<file path="src/rtl/ysyx_24100029_btb_update.sv">
// Branch resolution and BTB write side: detects mispredictions, pulses a
// registered redirect, queues BTB refills and drains one per cycle.
module ysyx_24100029_btb_update #(
  parameter int DEPTH     = 4,
  parameter int CNT_WIDTH = 32
) (
  input  logic                 clock,
  input  logic                 reset,
  input  logic                 ex_valid,
  output logic                 ex_ready,
  input  logic [31:0]          ex_pc,
  input  logic [1:0]           ex_br_type,
  input  logic                 ex_taken,
  input  logic [31:0]          ex_target,
  input  logic                 ex_pred_hit,
  input  logic [31:0]          ex_pred_npc,
  output logic                 redirect_valid,
  output logic [31:0]          redirect_pc,
  output logic                 btb_commit,
  output logic [31:0]          btb_commit_pc,
  output logic [1:0]           btb_commit_pc_type,
  output logic [31:0]          btb_commit_npc,
  output logic [CNT_WIDTH-1:0] branch_cnt,
  output logic [CNT_WIDTH-1:0] mispred_cnt
);
  // Handshake: a result transfers on a rising edge where ex_valid && ex_ready;
  // ex_ready depends only on reset and the registered fill level.
  localparam int PW = $clog2(DEPTH);
  localparam logic [PW:0] FULL = (PW+1)'(DEPTH);
  localparam logic [PW:0] ONE  = (PW+1)'(1);

  typedef struct packed {
    logic [31:0] pc;
    logic [1:0]  pc_type;
    logic [31:0] npc;
  } entry_t;

  entry_t mem [DEPTH];
  entry_t new_entry;
  entry_t head;

  logic [PW-1:0] rd_ptr, wr_ptr, last_ptr, wr_idx;
  logic [PW:0]   count;
  logic          acc, tk, mis, upd, coalesce, push, pop;
  logic [31:0]   seq_pc, act, prd;

  always_comb begin
    ex_ready  = !reset && (count != FULL);
    acc       = ex_valid && ex_ready;
    tk        = (ex_br_type[1]) || (ex_br_type == 2'b01 && ex_taken);
    seq_pc    = ex_pc + 32'd4;
    act       = tk ? ex_target : seq_pc;
    prd       = ex_pred_hit ? ex_pred_npc : seq_pc;
    mis       = acc && (act != prd);
    upd       = acc && tk && (!ex_pred_hit || ex_pred_npc != ex_target);
    last_ptr  = wr_ptr - 1'b1;
    // A lone entry is being popped this edge, so it cannot absorb the update.
    coalesce  = upd && (count > ONE) && (mem[last_ptr].pc == ex_pc);
    push      = upd && !coalesce;
    pop       = (count != '0);
    wr_idx    = coalesce ? last_ptr : wr_ptr;
    new_entry = '{pc: ex_pc, pc_type: ex_br_type, npc: ex_target};
    head      = mem[rd_ptr];
  end

  always_ff @(posedge clock) begin
    if (upd) mem[wr_idx] <= new_entry;
  end

  always_ff @(posedge clock) begin
    if (reset) begin
      rd_ptr             <= '0;
      wr_ptr             <= '0;
      count              <= '0;
      btb_commit         <= 1'b0;
      btb_commit_pc      <= '0;
      btb_commit_pc_type <= '0;
      btb_commit_npc     <= '0;
      redirect_valid     <= 1'b0;
      redirect_pc        <= '0;
      branch_cnt         <= '0;
      mispred_cnt        <= '0;
    end else begin
      btb_commit <= pop;
      if (pop) begin
        btb_commit_pc      <= head.pc;
        btb_commit_pc_type <= head.pc_type;
        btb_commit_npc     <= head.npc;
        rd_ptr             <= rd_ptr + 1'b1;
      end
      if (push) wr_ptr <= wr_ptr + 1'b1;
      case ({push, pop})
        2'b10:   count <= count + ONE;
        2'b01:   count <= count - ONE;
        default: count <= count;
      endcase

      redirect_valid <= mis;
      if (mis) redirect_pc <= act;

      if (acc && ex_br_type != 2'b00 && branch_cnt != {CNT_WIDTH{1'b1}})
        branch_cnt <= branch_cnt + 1'b1;
      if (mis && mispred_cnt != {CNT_WIDTH{1'b1}})
        mispred_cnt <= mispred_cnt + 1'b1;
    end
  end
endmodule

</file>
<file path="config.mk">
export PLATFORM = sky130hd
export DESIGN_NAME = ysyx_24100029_btb_update
export DESIGN_NICKNAME = d
export VERILOG_FILES = /design/src/rtl/ysyx_24100029_btb_update.sv
export SDC_FILE = /design/constraint.sdc
export NUM_CORES = 1
export LEC_CHECK = 0
export CORE_MARGIN = 2
export CORE_UTILIZATION = 30
export CTS_CLUSTER_DIAMETER = 30
export CTS_CLUSTER_SIZE = 12
export DETAILED_ROUTE_END_ITERATION = 10
export HOLD_SLACK_MARGIN = 0.1
export PLACE_DENSITY = 0.56
export SYNTH_ARGS = -nofsm -noshare
export SYNTH_HDL_FRONTEND = slang
export SYNTH_SLANG_ARGS = --single-unit
</file>
<file path="constraint.sdc">
create_clock -name clock -period 11.95 [get_ports clock]
set_clock_uncertainty 0.15 [all_clocks]
set_input_delay 1.195 -clock clock [delete_from_list [all_inputs] [get_ports clock]]
set_output_delay 1.195 -clock clock [all_outputs]
set_load 0.005 [all_outputs]
</file>
# Word level (Yosys, flattened, before mapping)

Memories as Yosys holds them, arrays and structs flattened. A register that Yosys moved wholly into a read port is not among the register bits.
Cells that the tools add are included.

Register bits: 105
RAM bits: 264
Word-level logic and storage cells: 53
Memories: 1

Add/subtract/negate cells: 8
$lt $le $gt $ge: 1
Eq/ne operators: 9
Muxes and demuxes: 6
Reduce and logical (&&, ||, !) cells: 20

Memory list:

| name | depth | width | rd ports | clocked after Yosys merged registers in | write ports | line | source |
|---|---|---|---|---|---|---|---|
| mem  | 4     | 66    | 2        | 1                                       | 1           | 38   | `entry_t mem [DEPTH];` |

Operators with widths:

| kind                  | count |
|---|---|
| $add 32x1->32 const B | 2 |
| $mux 32               | 2 |
| $ne 32x32->1          | 2 |
| $ne 32x32->1 const B  | 2 |
| $add 32x3->32 const B | 1 |
| $eq 32x32->1          | 1 |
| $logic_and 1x1->1     | 12 |
| $pmux 3 s2            | 1 |
| $add 2x1->2 const B   | 2 |
| $eq 2x1->1 const B    | 2 |
| $reduce_bool 2->1     | 2 |
| $add 3x1->3 const B   | 1 |
| $gt 3x1->1 const B    | 1 |
| $logic_not 1->1       | 3 |
| $ne 3x3->1 const B    | 1 |
| $reduce_bool 3->1     | 1 |
| $sub 3x1->3 const B   | 1 |
| $eq 2x2->1 const B    | 1 |
| $logic_or 1x1->1      | 2 |
| $mux 1                | 2 |
| $mux 2                | 1 |
| $sub 2x1->2 const B   | 1 |

# Longest topological paths before layout

Word-level depth: 11
Depth in mapped cells: 16
Mapped depth without buffers: 12

# Worst setup path before layout

No wires, ideal clock.

Kind: register to register
Start: register wr_ptr[1]
End: memory mem[3][0] in the netlist's numbering, enable pin
Setup time: 0.591 ns
Arrival time: 7.563 ns
Required time: 11.209 ns
Slack: 3.646 ns
Cell stages (with the launch flop): 11
Path buffers: 2
Period minus slack after synthesis: 8.304 ns
Cells stage by stage: dfxtp_1 clkbuf_1 clkbuf_1 mux4_2 xnor2_1 nand4_1 nor4_1 nand4_1 nor2_1 nand2_1 a21boi_0

Longest elaborated chain between the ends: 5

RTL lines:

| element                | line | source |
|---|---|---|
| start, declared        | 42   | `logic [PW-1:0] rd_ptr, wr_ptr, last_ptr, wr_idx;` |
| start signal, assigned | 91   | `if (push) wr_ptr <= wr_ptr + 1'b1;` |
| $sub 2x1->2            | 56   | `last_ptr = wr_ptr - 1'b1;` |
| $mem_v2 4x66           | -    |  |
| $eq 32x32->1           | 58   | `coalesce = upd && (count > ONE) && (mem[last_ptr].pc == ex_pc);` |
| $logic_and 1x1->1      | 58   |  |
| $mux 2 *               | 61   | `wr_idx = coalesce ? last_ptr : wr_ptr;` |
| end, declared          | 38   |  |

Every way passes the cells marked *; elsewhere a longest branch is shown, timed or not.

# Worst setup path in the final report

Start: input ex_pc[4]
End: register redirect_pc[2]

Longest elaborated chain between the ends: 4

RTL lines:

| element                    | line   | source |
|---|---|---|
| start, declared            | 11     | `input logic [31:0] ex_pc,` |
| $add 32x3->32 *            | 51     | `seq_pc = ex_pc + 32'd4;` |
| $mux 32 (on tied branches) | 52, 53 |  |
| $ne 32x32->1 *             | 54     | `mis = acc && (act != prd);` |
| $logic_and 1x1->1 *        | 54     |  |
| end signal, assigned       | 99     | `if (mis) redirect_pc <= act;` |
| end, declared              | 18     | `output logic [31:0] redirect_pc,` |

Marked as above.
A chain may end at the register's enable or synchronous reset.

==> impl.org <==
** Run status
- Outcome :: completed

** Synth
- Avg Cell Area, Syn :: 11.8 um^2
- After synthesis the netlist holds a flip-flop and latch count of 435.
- Mapped Area :: 20,800 um^2
- Fraction of registers with async set or reset after synthesis :: 0%
- Synthesis produced a netlist with a net count of 1,870.
- Summing the sequential cell areas from Yosys gives 54.5% of the chip area.
- Yosys printed 0 warnings.
- Number of synthesized flops with an enable pin :: 264
- Most frequently used flop master after synthesis :: sky130_fd_sc_hd__edfxtp_1
- Synthesis handed over a netlist of 1,759 instances.
- Distinct cells, synth :: 80

** Cells and area
- Counting the fill cells in the layout gives 6,569.
- Layout cell share with drive strength beyond 1 :: 16.2%
- The count of cells in the finished layout, fillers not included, comes to 3,066.
- Total number of nets in the final design :: 2,152
- Commonest non-fill, non-tap cells in the layout :: 265 x sky130_fd_sc_hd__clkdlybuf4s50_1, 264 x sky130_fd_sc_hd__edfxtp_1, 223 x sky130_fd_sc_hd__nand2_1, 168 x sky130_fd_sc_hd__dfxtp_1, 113 x sky130_fd_sc_hd__a21oi_1
- Most common cell after layout, fill and taps aside :: sky130_fd_sc_hd__clkdlybuf4s50_1
- Layout overhead on the synthesized area :: 34.8%
- Util after Layout :: 40.8%

** Power and ir drop
- Largest vdd supply drop :: 0.000142 V
- Power after layout :: 5.94 mW
- Leakage power :: 9.26 nW
- For this design the ratio of total power to cell area is 212 nW/um^2.

** Floorplanning
- In this run the core area contains 96 standard-cell rows.
- Overall die height :: 267 um
- In this run the standard cell core region covers 68,700 um^2.
- Die ar. :: 71,500 um^2
- Die Wd :: 267 um
- Once the floorplan was initialized, standard cells occupied 30.3% of the core.
- Ports placed on the boundary :: 268

** Global route
- Sum of overflow across all layers after global routing :: 0
- Wire length of the first global-routing pass :: 104 mm
- Antenna violations before repair :: 11
- Via count of the first global-routing pass :: 15,800
- Entering global routing, the biggest net connects 86 pins.
- Total track usage :: 19.6%

** CTS
- Gates resized during post-CTS repair numbered 0.
- Post CTS Setup Buffer Count :: 0
- Clock root buffer :: sky130_fd_sc_hd__clkbuf_16
- In this run the deepest clock path goes through 3 buffers.
- Worst-Skew Late Latency :: 0.65 ns
- After clock tree synthesis, the clock-pin slew on the worst setup and hold paths is 0.05 ns.
- Number of sinks driven by the clock tree :: 435
- Hold buffer count at CTS :: 0
- The H-tree was split into 3 levels.
- TritonCTS clock tree :: built
- In this run, CTS created clock tree buffers numbering 105.

** STA
- Endpoints failing setup :: 0
- The worst path in the final design needs a cycle of 6.41 ns, including I/O delays and setup.
- The worst path uses 53.6% of the clock period.
- Sum of negative setup slack :: 0 ns
- The number of endpoints with negative hold slack in the final report was 0.
- Hold timing on the final database bottoms out at a slack of 0.296 ns.
- Relative max-transition margin :: 14.0%
- Static timing analysis puts the maximum clock frequency at 156 MHz.
- Slew Viols, Final :: 0
- Measured slew at the worst slew-check pin :: 1.29 ns
- Setup repair after global routing left no endpoint under its margin.

** Setup path
- Tracing the worst setup path back leads to its startpoint at ex_pc[4].
- Arrival time at the worst endpoint :: 6.73 ns
- For the worst setup path, the data required time is 12.27 ns.
- Sort of element at the end of the critical path :: flip-flop
- Max FO, Critical Path :: 62
- Critical path capture point :: redirect_pc[2]
- The critical path is of the input pin to flip-flop type.
- The worst setup path is launched from an input pin.
- For the worst flop-to-flop path, the logic depth is 10.
- Launch point of the worst reg-to-reg path :: wr_ptr[1]
- Slack of the worst reg-to-reg path :: 6.68 ns
- In this run the critical register-to-register path is captured at mem[3][15].

** Detailed routing
- The detailed router finished its first iteration with 1,093 violations.
- After detailed routing, the average wire length per cell comes to 23.2 um.
- Post-route ant nets :: 0
- For this run, the detailed router's first-pass iteration total came to 4.
- For this run, design rule violations remaining after detail routing come to 0.
- Summed over all layers, the routed wires come to 71.0 mm.
- Detailed routing inserted a total of 15,800 vias.
- Vias per inst :: 5.14

** Placement
- Post-Place Cells :: 2,865
- Count of port buffers added during placement :: 267
- Detailed placement ended at an HPWL of 49.6 mm.
- Routability-driven placement congestion ratio :: 0.908

** Flow run
- Max-cap violations in this run came to 0.

** Min path
- Hold Crit Class :: flip-flop to flip-flop
==> worst max-delay path, cell delays in order <==
cell	delay (ns)
sky130_fd_sc_hd__clkdlybuf4s50_1	0.68
sky130_fd_sc_hd__nand3_1	0.71
sky130_fd_sc_hd__or3_1	0.72
sky130_fd_sc_hd__or4_1	0.71
sky130_fd_sc_hd__xor2_1	0.33
sky130_fd_sc_hd__o2111ai_1	0.15
sky130_fd_sc_hd__nor4_1	0.30
sky130_fd_sc_hd__o211ai_1	0.23
sky130_fd_sc_hd__o41ai_4	0.44
sky130_fd_sc_hd__buf_4	0.57
sky130_fd_sc_hd__inv_2	0.35
sky130_fd_sc_hd__o211ai_1	0.21
sky130_fd_sc_hd__a21oi_1	0.10
==> metal layers <==
layer | up-vias | share of wire, % | GRT usage, %
li1 | 7236 | - | -
met1 | 7848 | 43 | 25.6
met2 | 533 | 47 | 31.1
met3 | 137 | 7.5 | 5.87
met4 | 18 | 2.8 | 6.64
met5 | - | 0.18 | 0
==> worst min-delay path by stage <==
stage	endpoint	startpoint	cells past startpoint
2_1_floorplan	btb_commit_pc[31]	btb_commit_pc[31]	2
3_3_place_gp	btb_commit_pc[18]	btb_commit_pc[18]	2
3_5_place_dp	btb_commit_pc[21]	btb_commit_pc[21]	2
4_1_cts	btb_commit_pc[21]	btb_commit_pc[21]	2
5_1_grt	btb_commit_pc[1]	btb_commit_pc[1]	2
6_report	btb_commit_npc[17]	btb_commit_npc[17]	2
==> cell families (layout without fill, tap and decap cells) <==
logic type / after synthesis / after routing / synth area share (%)
adder cells (fa/ha/maj): 8 / 8 / 0.481
flip-flops: 435 / 435 / 54.5
XOR/XNOR: 154 / 154 / 6.95
buffers and inverters: 140 / 514 / 2.82
AO/OA/AOI/OAI: 291 / 291 / 9.24
AND/OR/NAND/NOR: 609 / 609 / 14.2
multiplexers: 122 / 122 / 11.8
other: 0 / 2 / 0
==> per-stage QoR <==
step	setup slack, ns	area [um^2]
after global routing	5.15	28100
final	5.54	28100
after CTS	5.63	28100
after global placement	5.10	24400
after floorplan	3.65	20800
after detailed placement	4.97	24400
==> state kept, by name, indices dropped and copies added, names as in the netlist <==
| register | cells |
|---|---|
| btb_commit_npc | 32 |
| mem | 264 |
| btb_commit_pc_type | 2 |
| btb_commit_pc | 32 |
| redirect_pc | 32 |
| redirect_valid | 1 |
| mispred_cnt | 32 |
| btb_commit | 1 |
| count | 3 |
| branch_cnt | 32 |
| wr_ptr | 2 |
| rd_ptr | 2 |
==> Yosys cell counts, drive strengths merged, types with 20 or more instances <==
cell	count	area [um^2]
a21oi	114	571
or3	22	138
nor2	113	424
nand4	44	282
o21ai	34	170
nor3	33	170
nand3	51	255
o211ai	20	150
nand2	223	837
xor2	70	613
nor4	31	206
edfxtp	264	7930
xnor2	77	674
clkbuf	80	304
mux4	98	2210
dfxtp	171	3420
buf	39	205
==> power by group <==
group	switching [mW]	internal, mW
Sequential	0.124	1.75
Clock	0.921	1.94
Combinational	0.619	0.579
==> area by class of cell <==
cell class              count  area (um^2)  share of cell area, %
multi-input cells        1184         8940                   31.8
well taps                 931         1160                   4.15
inverters                  21         80.1                  0.285
flip-flops and latches    435        11400                   40.5
clock inverters            70          779                   2.78
repair buffers            294         2870                   10.2
clock buffers             129         2870                   10.2
diodes                      2         5.00                 0.0178
No activity file was read; power rests on OpenSTA's default activity.
